[src/rtl/telem_write_scheduler.sv]
// Telemetry write scheduler. Three sensors compete round-robin for a single
// write port into a 16-entry target register file. A live mask tracks which
// targets hold data, and a purge sweep walks all 16 entries, dropping those
// whose time stamp is older than a snapshot of the age limit.
module telem_write_scheduler (
  input  logic        clk,
  input  logic        rst,
  input  logic [2:0]  s_valid,
  output logic [2:0]  s_ready,
  input  logic [11:0] s_target,
  input  logic [23:0] s_x,
  input  logic [23:0] s_y,
  input  logic [23:0] s_z,
  input  logic        tick,
  input  logic        purge_req,
  input  logic [7:0]  age_limit,
  output logic        wr_en,
  output logic [3:0]  wr_sel,
  output logic [7:0]  wr_x,
  output logic [7:0]  wr_y,
  output logic [7:0]  wr_z,
  output logic [7:0]  wr_t,
  output logic [3:0]  rd_sel,
  input  logic [7:0]  rd_t,
  output logic [15:0] live_mask,
  output logic [4:0]  live_count,
  output logic        busy,
  output logic        purge_done,
  output logic [7:0]  now
);

  typedef enum logic [1:0] {
    StIdle,
    StScan,
    StDone
  } state_e;

  state_e      r_state;
  logic [1:0]  r_ptr;
  logic [7:0]  r_now;
  logic [15:0] r_live;
  logic [3:0]  r_idx;
  logic [7:0]  r_snap_now;
  logic [7:0]  r_snap_lim;
  logic        r_busy;
  logic        r_purge_done;

  logic        r_wr_en;
  logic [3:0]  r_wr_sel;
  logic [7:0]  r_wr_x;
  logic [7:0]  r_wr_y;
  logic [7:0]  r_wr_z;
  logic [7:0]  r_wr_t;

  logic        w_grant_ok;
  logic [1:0]  w_c0;
  logic [1:0]  w_c1;
  logic [1:0]  w_c2;
  logic        w_any;
  logic [1:0]  w_win;
  logic [1:0]  w_ptr_nxt;
  logic [3:0]  w_tgt;
  logic [7:0]  w_x;
  logic [7:0]  w_y;
  logic [7:0]  w_z;
  logic [7:0]  w_age;
  logic        w_stale;
  logic [15:0] w_live_d;
  logic [4:0]  w_count;

  // Grants only in IDLE; a purge request or reset in the same cycle blocks them.
  assign w_grant_ok = (r_state == StIdle) && !purge_req && !rst;

  // Search order starting at the priority pointer.
  always_comb begin
    w_c0 = 2'd0;
    w_c1 = 2'd1;
    w_c2 = 2'd2;
    case (r_ptr)
      2'd1: begin
        w_c0 = 2'd1;
        w_c1 = 2'd2;
        w_c2 = 2'd0;
      end
      2'd2: begin
        w_c0 = 2'd2;
        w_c1 = 2'd0;
        w_c2 = 2'd1;
      end
      default: begin
        w_c0 = 2'd0;
        w_c1 = 2'd1;
        w_c2 = 2'd2;
      end
    endcase
  end

  // Pick the first requesting sensor in rotated order.
  always_comb begin
    w_any = 1'b0;
    w_win = 2'd0;
    if (w_grant_ok) begin
      if (s_valid[w_c0]) begin
        w_any = 1'b1;
        w_win = w_c0;
      end else if (s_valid[w_c1]) begin
        w_any = 1'b1;
        w_win = w_c1;
      end else if (s_valid[w_c2]) begin
        w_any = 1'b1;
        w_win = w_c2;
      end
    end
  end

  assign s_ready   = w_any ? (3'b001 << w_win) : 3'b000;
  assign w_ptr_nxt = (w_win == 2'd2) ? 2'd0 : w_win + 2'd1;

  // Select the winning sensor's target and coordinate fields.
  always_comb begin
    w_tgt = s_target[3:0];
    w_x   = s_x[7:0];
    w_y   = s_y[7:0];
    w_z   = s_z[7:0];
    case (w_win)
      2'd1: begin
        w_tgt = s_target[7:4];
        w_x   = s_x[15:8];
        w_y   = s_y[15:8];
        w_z   = s_z[15:8];
      end
      2'd2: begin
        w_tgt = s_target[11:8];
        w_x   = s_x[23:16];
        w_y   = s_y[23:16];
        w_z   = s_z[23:16];
      end
      default: begin
        w_tgt = s_target[3:0];
        w_x   = s_x[7:0];
        w_y   = s_y[7:0];
        w_z   = s_z[7:0];
      end
    endcase
  end

  // Priority pointer moves past the sensor that just transferred.
  always_ff @(posedge clk) begin
    if (rst) begin
      r_ptr <= 2'd0;
    end else if (w_any) begin
      r_ptr <= w_ptr_nxt;
    end
  end

  // Free-running time base advanced by tick.
  always_ff @(posedge clk) begin
    if (rst) begin
      r_now <= 8'd0;
    end else if (tick) begin
      r_now <= r_now + 8'd1;
    end
  end

  // Write port: one-cycle strobe after a transfer, fields hold between writes.
  always_ff @(posedge clk) begin
    if (rst) begin
      r_wr_en  <= 1'b0;
      r_wr_sel <= 4'd0;
      r_wr_x   <= 8'd0;
      r_wr_y   <= 8'd0;
      r_wr_z   <= 8'd0;
      r_wr_t   <= 8'd0;
    end else begin
      r_wr_en <= w_any;
      if (w_any) begin
        r_wr_sel <= w_tgt;
        r_wr_x   <= w_x;
        r_wr_y   <= w_y;
        r_wr_z   <= w_z;
        r_wr_t   <= r_now;
      end
    end
  end

  // Age is measured modulo 256 against the snapshot taken at purge start.
  assign w_age   = r_snap_now - rd_t;
  assign w_stale = (r_state == StScan) && r_live[r_idx] && (w_age > r_snap_lim);

  // Clear stale entry first, then apply the write so a same-cycle set wins.
  always_comb begin
    w_live_d = r_live;
    if (w_stale) begin
      w_live_d[r_idx] = 1'b0;
    end
    if (r_wr_en) begin
      w_live_d[r_wr_sel] = 1'b1;
    end
  end

  // Live mask register.
  always_ff @(posedge clk) begin
    if (rst) begin
      r_live <= 16'd0;
    end else begin
      r_live <= w_live_d;
    end
  end

  // Population count of the live mask.
  always_comb begin
    w_count = 5'd0;
    for (int k = 0; k < 16; k++) begin
      w_count = w_count + {4'd0, r_live[k]};
    end
  end

  // Purge sweep FSM with registered busy and done flags.
  always_ff @(posedge clk) begin
    if (rst) begin
      r_state      <= StIdle;
      r_idx        <= 4'd0;
      r_snap_now   <= 8'd0;
      r_snap_lim   <= 8'd0;
      r_busy       <= 1'b0;
      r_purge_done <= 1'b0;
    end else begin
      case (r_state)
        StIdle: begin
          r_purge_done <= 1'b0;
          if (purge_req) begin
            r_snap_now <= r_now;
            r_snap_lim <= age_limit;
            r_idx      <= 4'd0;
            r_busy     <= 1'b1;
            r_state    <= StScan;
          end
        end
        StScan: begin
          r_idx <= r_idx + 4'd1;
          if (r_idx == 4'd15) begin
            r_purge_done <= 1'b1;
            r_state      <= StDone;
          end
        end
        StDone: begin
          r_purge_done <= 1'b0;
          r_busy       <= 1'b0;
          r_state      <= StIdle;
        end
        default: begin
          r_purge_done <= 1'b0;
          r_busy       <= 1'b0;
          r_state      <= StIdle;
        end
      endcase
    end
  end

  // Reset suppresses a strobe already queued from the previous cycle.
  assign wr_en      = r_wr_en & ~rst;
  assign wr_sel     = r_wr_sel;
  assign wr_x       = r_wr_x;
  assign wr_y       = r_wr_y;
  assign wr_z       = r_wr_z;
  assign wr_t       = r_wr_t;
  assign rd_sel     = (r_state == StScan) ? r_idx : 4'd0;
  assign live_mask  = r_live;
  assign live_count = w_count;
  assign busy       = r_busy;
  assign purge_done = r_purge_done;
  assign now        = r_now;

endmodule

[config.mk]
export PLATFORM = sky130hd
export DESIGN_NAME = telem_write_scheduler
export DESIGN_NICKNAME = d
export VERILOG_FILES = /design/src/rtl/telem_write_scheduler.sv
export SDC_FILE = /design/constraint.sdc
export NUM_CORES = 1
export LEC_CHECK = 0
export CORE_UTILIZATION = 40
export CTS_CLUSTER_DIAMETER = 60
export DETAILED_ROUTE_END_ITERATION = 8
export GPL_TIMING_DRIVEN = 0
export MAX_ROUTING_LAYER = met4
export PLACE_DENSITY = 0.72
export SYNTH_ARGS = -nofsm -noshare
export SYNTH_HDL_FRONTEND = slang
export SYNTH_SLANG_ARGS = --single-unit
[constraint.sdc]
create_clock -name clk -period 4.9 [get_ports clk]
set_clock_uncertainty 0.2 [all_clocks]
set_input_delay 0.98 -clock clk [delete_from_list [all_inputs] [get_ports clk]]
set_output_delay 0.98 -clock clk [all_outputs]
set_load 0.02 [all_outputs]
# After elaboration in Yosys (flattened, before gate mapping)
# Index checks and enable logic that the tools add are counted.
# classes
addsub,19
n_mul,0
n_div,0
magnitude_cmp,8
n_eq_ne,8
shifts,1
mux,39
bitwise_logic,6
n_reduce_logical,15
# op_table
cell,count
adder 5 x 1 -> 5 bit,11
case mux 8 bit (2 select lines),3
two-way mux 16 bit,2
AND 16 bit,1
NOT 16 bit,1
OR 16 bit,1
case mux 2 bit (2 select lines),4
case mux 4 bit (2 select lines),2
two-way mux 2 bit,7
two-way mux 1 bit,11
less-than comparator 4 x 5 -> 1 bit (second input constant),2
less-than comparator 2 x 3 -> 1 bit (second input constant),3
adder 8 x 1 -> 8 bit (second input constant),1
demux 1 bit (select 4 bit),2
greater-or-equal comparator 4 x 1 -> 1 bit (second input constant),2
greater-than comparator 8 bit,1
two-way mux 4 bit,2
AND reduction 2 bit,4
subtractor 8 bit,1
binary-select mux 1 bit (select 2 bit),3
== test 2 x 1 -> 1 bit (second input constant),3
logical AND 1 bit,6
adder 4 x 1 -> 5 bit,1
adder 3 x 1 -> 4 bit,1
17 further kinds,21
# totals
reg_bits,87
latchBits,0
ramBits,0
mem_bits_ro,0
mem_count,0

# Depth between registers and ports, before layout
# Gate-level depths: netlist of the first run.
# logic_depth
ltp_word,15
ltp_mapped,15
mapped_depth_nobuf,15

# Least setup slack after synthesis of the first run
# No wires, ideal clock.
# synth_timing
kind,register to output
start,"reg r_live[5], in the netlist live_mask[5]"
end,out live_count[2]
arrival_ps,3467
required_time_ps,3720
setup_slack_ps,253
stages_incl_launch_ff,11
n_path_buf,0
path_cell_list,dfxtp_1 > inv_1 > fa_1 > fa_1 > fa_1 > fa_1 > inv_1 > ha_1 > inv_1 > fa_1 > xnor2_1
# synth_via
elab_chain_cells,11
# synth_lines
item,line_no,source
start: declaration,41,logic [15:0] r_live;
start signal: assignment,206,r_live <= w_live_d;
adder 5 x 1 -> 5 bit (11 in a row),214,"w_count = w_count + {4'd0, r_live[k]};"
end: declaration,26,"output logic [4:0] live_count,"
# Every way passes these cells.

# Worst setup path after layout of the first run
# layout_timing
start,"reg r_live[0], in the netlist live_mask[0]"
end,out live_count[3]
# layout_via
elab_chain_cells,15
# layout_lines
item,line_no
adder 1 x 1 -> 2 bit,214
adder 2 x 1 -> 3 bit,214
adder 3 x 1 -> 4 bit,214
adder 4 x 1 -> 5 bit,214
adder 5 x 1 -> 5 bit (11 in a row),214
# Every way passes these cells.

==> results of run 1 <==
sequential cells by signal (all words and copies together) (netlist names):
register,cells
wr_sel,4
live_mask,16
wr_y,8
r_snap_now,8
r_state,2
wr_t,8
busy,1
wr_z,8
r_snap_lim,8
wr_x,8
r_idx,4
purge_done,1
now,8
r_wr_en,1
r_ptr,2
synthesized netlist by cell type (all sizes together) (2+ instances only):
library cell	number	area, um2
or3	3	18.8
nor3b	3	22.5
a22oi	36	270
mux4	3	71.3
buf	12	71.3
nand2b	2	12.5
or2	2	12.5
a21o	4	31.3
and3	5	32.5
o211ai	31	233
clkbuf	32	160
mux2i	7	70.1
xnor2	9	78.8
nor2b	7	43.8
nor3	6	30.0
nand3	10	50.1
o21a	2	15.0
ha	32	400
fa	11	220
and2	6	37.5
a31oi	2	12.5
o41ai	3	26.3
a32o	4	40.0
inv	49	184
a21oi	87	435
a31o	4	35.0
nor2	24	90.1
nand2	124	465
o21ai	11	55.1
xor2	5	43.8
dfxtp	87	1740
nand4	6	37.5
worst paths after layout:
check / endpoint / start
setup / recovery: live_count[3] / live_mask[0]
hold / removal: wr_y[7] / wr_y[7]
setup reg to reg: live_mask[13] / r_snap_now[0]
hold reg to reg: wr_y[7] / wr_y[7]
area by class of cell:
cell class	instances	share of cell area
inverters	49	0.0243
multi-input cells	460	0.404
repair buffers	181	0.239
clock buffers	10	0.0303
plain buffers	41	0.0296
flip-flops and latches	87	0.232
well taps	172	0.0285
clock inverters	6	0.0121
placed cells by master (no fill, tap or decap), types with 7 or more instances in the layout:
cell               n
nand2_1          124
ha_1              29
fa_1               7
clkdlybuf4s50_1  175
a21oi_1           86
nand3_1           10
nor2b_1            7
a22oi_1           36
clkbuf_1          25
inv_1             45
mux2i_1            7
nor2_1            24
o21ai_0           11
clkbuf_16          9
xnor2_1            9
dfxtp_1           81
o211ai_1          31
power breakdown:
group / internal [mW] / switching [mW]
sequential: 0.734 / 0.0283
clock: 0.452 / 0.297
combinational: 0.198 / 0.192
total: 1.38 / 0.517
worst max-delay path, delay by kind of cell, from the launching register on:
kind            cells  cell delay [ps]
fa+ha+maj           5             2280
compound gates      2              350
xor+xnor            1              130
flops               1              360
buf+inv             3              260
repair_timing:
item,CTS,global route
setup buffers,0,1
endpoints found under the setup margin,6,7
hold buffers,0,0
resized for setup,32,19
hold endpoints to repair,0,0
pin swaps,2,4
metal layers:
layer,routed length [um],vias to the layer above,track usage
met3,872,17,0.0397
met1,6760,2508,0.298
met2,8350,181,0.443
met4,227,0,0.0675
li1,-,2598,-
met5,0,-,-
logic make-up (layout without fill, tap and decap cells):
family | count (synthesis) | after routing | synth area share
AO/OA/AOI/OAI | 190 | 190 | 0.234
XOR/XNOR | 14 | 14 | 0.0238
adder cells (fa/ha/maj) | 44 | 44 | 0.122
buffers and inverters | 93 | 287 | 0.0806
flip-flops | 87 | 87 | 0.338
multiplexers | 10 | 10 | 0.0274
AND/OR/NAND/NOR | 202 | 202 | 0.174
stage by stage:
step | setup slack, ps | setup TNS, ps | area, um2 | util | cells
2_1_floorplan | 253 | 0 | 5160 | - | 640
3_3_place_gp | -406 | -1030 | 7170 | 0.571 | 992
3_5_place_dp | -444 | -1380 | 7170 | 0.571 | 992
4_1_cts | -55.5 | -77.3 | 7500 | 0.596 | 1005
5_1_grt | -139 | -415 | 7560 | 0.602 | 1006
6_report | -4.81 | -8.31 | 7560 | 0.602 | 1006
==> results.cfg, run 1 <==
[status]
status = finished with violations
violations = negative setup slack

[global_route]
grt_max_degree = 21
gr-usage-all-layers = 0.252
grt_first_pass_wirelength_mm = 25.5
grt_pass1_vias = 5305
antenna_found_initial = 0
gr-total-overflow = 0

[cells_and_area]
regArea_um2 = 1750
nFillCells = 1156
multi_input_area_um2 = 3060
syn_to_final_growth_pct = 46.7
insertedDiodeCount = 0
fin_nets = 979
drive_above_1_share = 0.0743

[clock_network]
clk_path_buf_depth = 2
cts_root_buf = clkbuf_16
clk_pin_slew_ps = 70
cts_tree = built
clock-sinks = 87
clk_latency_ps = 340
cts_inserted_buffers = 9
h-tree-depth = 3

[sta]
fin_hold_ws_ps = 254
slew-limit-headroom = 0.397
max_freq_mhz = 204
rsz0062_at_grt = true
worst_pin_slew_ps = 902
finalHoldViolCount = 0
fin_ws_ps = -4.81
period_share = 1.00
setup_violations = 2
finalMaxSlewViolations = 0
min_period_ps = 4900

[detailed_routing]
vias = 5304
post-route-drc-count = 0
drtIter0Drc = 339
wl_per_cell_um = 16.1
drt-pass1-iter-count = 5
ant_nets = 0
wirelength_mm = 16.2
post_drt_via_cell_ratio = 5.27

[placed_design]
dpl.hpwl_mm = 12.9
gp_congestion = 0.890
io_buffers = 180

[worst_setup_path]
cp-start-kind = flop
cp_max_fo = 5
rr_worst_depth = 15
max_stage_delay_ps = 590
worstSetupPathType = flop to output port
crit_path_cell_trace = fa_1 -> inv_2 -> fa_2 -> fa_1 -> fa_2 -> inv_1 -> ha_1 -> a21o_1 -> a21oi_2 -> xnor2_1 -> buf_4
endpoint_kind = output port
crit_slowest_cell = fa_2
reg2reg_setup_slack_ps = 1160
crit_arrival_ps = 3720
worst-endpoint-required_ps = 3720

[flow_run]
cap_violations = 0

[synthesis]
synth-edff-count = 0
yosysWarnings = 0
synth_ff_type = dfxtp_1
yosysSeqAreaShare = 0.338
syn-num-nets = 790
synth.avg_cell_area_um2 = 8.06
async_flop_share = 0
syn_inst = 640
synth_seq_cells = 87
yosys.cell_types.count = 52
syn_area_um2 = 5160

[pwr]
total_power_mw = 1.90
p_leak_nw = 2.77
p_per_area_nw_per_um2 = 251
ir_worst_vdd_mv = 0.217

[die]
die_h_um = 116
die_area_um2 = 13300
die_x_um = 116
start_util = 0.410
io_pins = 182
core_um2 = 12600
rows = 41

[worst_hold_path]
min_path_cells = 2
hold_path_class = flop to flop
No activity file was read; power rests on OpenSTA's default activity.
==> run 2: changes to the inputs <==
--- a/config.mk
+++ b/config.mk
@@ -8,9 +8,9 @@
 export CORE_UTILIZATION = 40
 export CTS_CLUSTER_DIAMETER = 60
 export DETAILED_ROUTE_END_ITERATION = 8
-export GPL_TIMING_DRIVEN = 0
 export MAX_ROUTING_LAYER = met4
 export PLACE_DENSITY = 0.72
 export SYNTH_ARGS = -nofsm -noshare
 export SYNTH_HDL_FRONTEND = slang
 export SYNTH_SLANG_ARGS = --single-unit
+export TNS_END_PERCENT = 10
==> run 2 against run 1 <==
Against the previous run:
- the flow now finishes without violations
- worst hold slack better by 1.1 ps
- critical path type unchanged
- final cell count shrank 2.3%
- non-clock buffer count fell by 23
- utilization down 1.5 points
- critical path depth unchanged
==> results.cfg, run 2 (same netlist as run 1, synthesis figures left out) <==
[pwr]
clock_power_share = 0.367
netSwitchingFraction = 0.283
p_leak_nw = 2.71
combPwrFrac = 0.209
p_switching_mw = 0.508
p_per_area_nw_per_um2 = 244
seq_power_share = 0.424
p_int_mw = 1.29
ir_worst_vdd_mv = 0.135

[global_route]
gr-total-overflow = 0
gr-usage-all-layers = 0.237
antenna_found_initial = 0
grt_pass1_vias = 5040
grt_max_degree = 76
grt_first_pass_wirelength_mm = 24.0

[worst_setup_path]
crit_arrival_ps = 3680
cp-start-kind = flop
endpoint_kind = output port
crit_slowest_cell = fa_1
cp_top_family = adder cells
cp_max_fo = 2
max_stage_delay_ps = 550
cpMostUsedCell = fa_1
worst-endpoint-required_ps = 3720
crit_path_cell_trace = fa_1 -> inv_2 -> fa_1 -> fa_1 -> fa_1 -> inv_1 -> ha_1 -> a21o_1 -> a21oi_1 -> xnor2_1 -> buf_4
worstSetupPathType = flop to output port
path_buf_inv = 3

[detailed_routing]
vias = 5168
drt-pass1-iter-count = 5
post_drt_via_cell_ratio = 5.26
wl_per_cell_um = 15.2
wirelength_mm = 15.0
post-route-drc-count = 0
ant_nets = 0
drtIter0Drc = 227

[sta]
finalHoldViolCount = 0
max_freq_mhz = 206
slew-limit-headroom = 0.381
min_period_ps = 4860
worst_pin_slew_ps = 926
period_share = 0.991
setup-tns-final_ps = 0
rsz0062_at_grt = true
finalMaxSlewViolations = 0
setup_violations = 0
fin_ws_ps = 44.0

[cells_and_area]
largest_reg_flops = 16
multi_input_area_um2 = 3000
layout_common_cells = 175 x clkdlybuf4s50_1, 124 x nand2_1, 87 x a21oi_1, 85 x dfxtp_1, 45 x inv_1
fin_nets = 956
regArea_um2 = 1740
final_cell_area_um2 = 7370
insertedDiodeCount = 0
stdcell_count = 983
fin_util = 0.587
drive_above_1_share = 0.0666
nFillCells = 1170
final_common_cell = clkdlybuf4s50_1
syn_to_final_growth_pct = 43.0

[placed_design]
pre_cts_slack_ps = -152
dpl_cell_area_um2 = 7080
io_buffers = 181
gp_congestion = 0.885
dpl.hpwl_mm = 11.5
place_inst = 967

[clock_network]
cts_inserted_buffers = 9
clk_latency_ps = 340
cts_root_buf = clkbuf_16
clk_pin_slew_ps = 70
clk_path_buf_depth = 2
cts_hold_buf = 0
clock-sinks = 87
cts_tree = built
h-tree-depth = 3
post-cts-setup-buffers = 0

[die]
io_pins = 182
die_area_um2 = 13300
core_um2 = 12600
rows = 41
die_h_um = 116
start_util = 0.410
die_x_um = 116

[flow_run]
cap_violations = 0

[worst_hold_path]
hold_path_class = flop to flop

[status]
status = complete, no violations
[run 2: cell types whose count changed in the layout (fill, tap and decap cells not counted), sizes merged]
cell	change
buf	+6
bufinv	-2
clkbuf	-28
clkinv	-1
clkinvlp	+3
inv	-1
[run 2: layer usage]
metal / vias up / track usage / share of wire / wire length (um)
met2: 206 / 0.411 / 0.50 / 7450
met4: 0 / 0.0753 / 0.016 / 244
li1: 2548 / - / - / -
met5: - / - / 0 / 0
met1: 2394 / 0.276 / 0.42 / 6320
met3: 20 / 0.0413 / 0.064 / 954
[run 2: worst register-to-register path, stage by stage (launching register included)]
cell	delay (ps)
dfxtp_1	320
inv_1	60
ha_1	160
inv_1	60
fa_1	390
a21o_1	190
a21oi_1	200
o21bai_1	90
a21oi_1	210
xnor2_1	160
ha_1	270
nand4_1	120
o21ai_0	100
a21o_2	230
or4_4	550
a31o_1	230
[run 2: layout make-up]
cell class,count,area share
repair buffers,199,0.263
flip-flops and latches,87,0.237
well taps,172,0.0292
clock buffers,11,0.0329
multi-input cells,460,0.408
clock inverters,5,0.00543
inverters,49,0.0249
[run 2: worst paths after layout]
kind / start / endpoint / slack [ps] / depth (start not counted)
worst min register to register: wr_y[7] / wr_y[7] / 250 / 2
worst max register to register: r_snap_now[0] / live_mask[1] / 1270 / 15
worst min-delay path: wr_y[7] / wr_y[7] / 250 / 2
worst max-delay path: live_mask[0] / live_count[3] / 40 / 11
[run 2: timing repair]
action	CTS	global route
hold endpoints to repair	0	0
pin swaps	1	4
endpoints found under the setup margin	4	5
gates resized for setup	20	12
[run 2: power groups by stage]
| stage | Combinational, mW | Clock, mW | Sequential, mW |
|---|---|---|---|
| global placement | 0.367 | 0 | 0.776 |
| detailed placement | 0.376 | 0 | 0.777 |
| CTS | 0.377 | 0.667 | 0.761 |
| floorplan | 0.175 | 0 | 0.794 |
| finish | 0.376 | 0.659 | 0.761 |
| global route | 0.413 | 0.704 | 0.764 |
[run 2: per-stage QoR]
stage	hold slack, ps	power, mW
finish	255	1.80
global route	271	1.88
CTS	258	1.81
detailed placement	246	1.15
global placement	245	1.14
floorplan	236	0.968
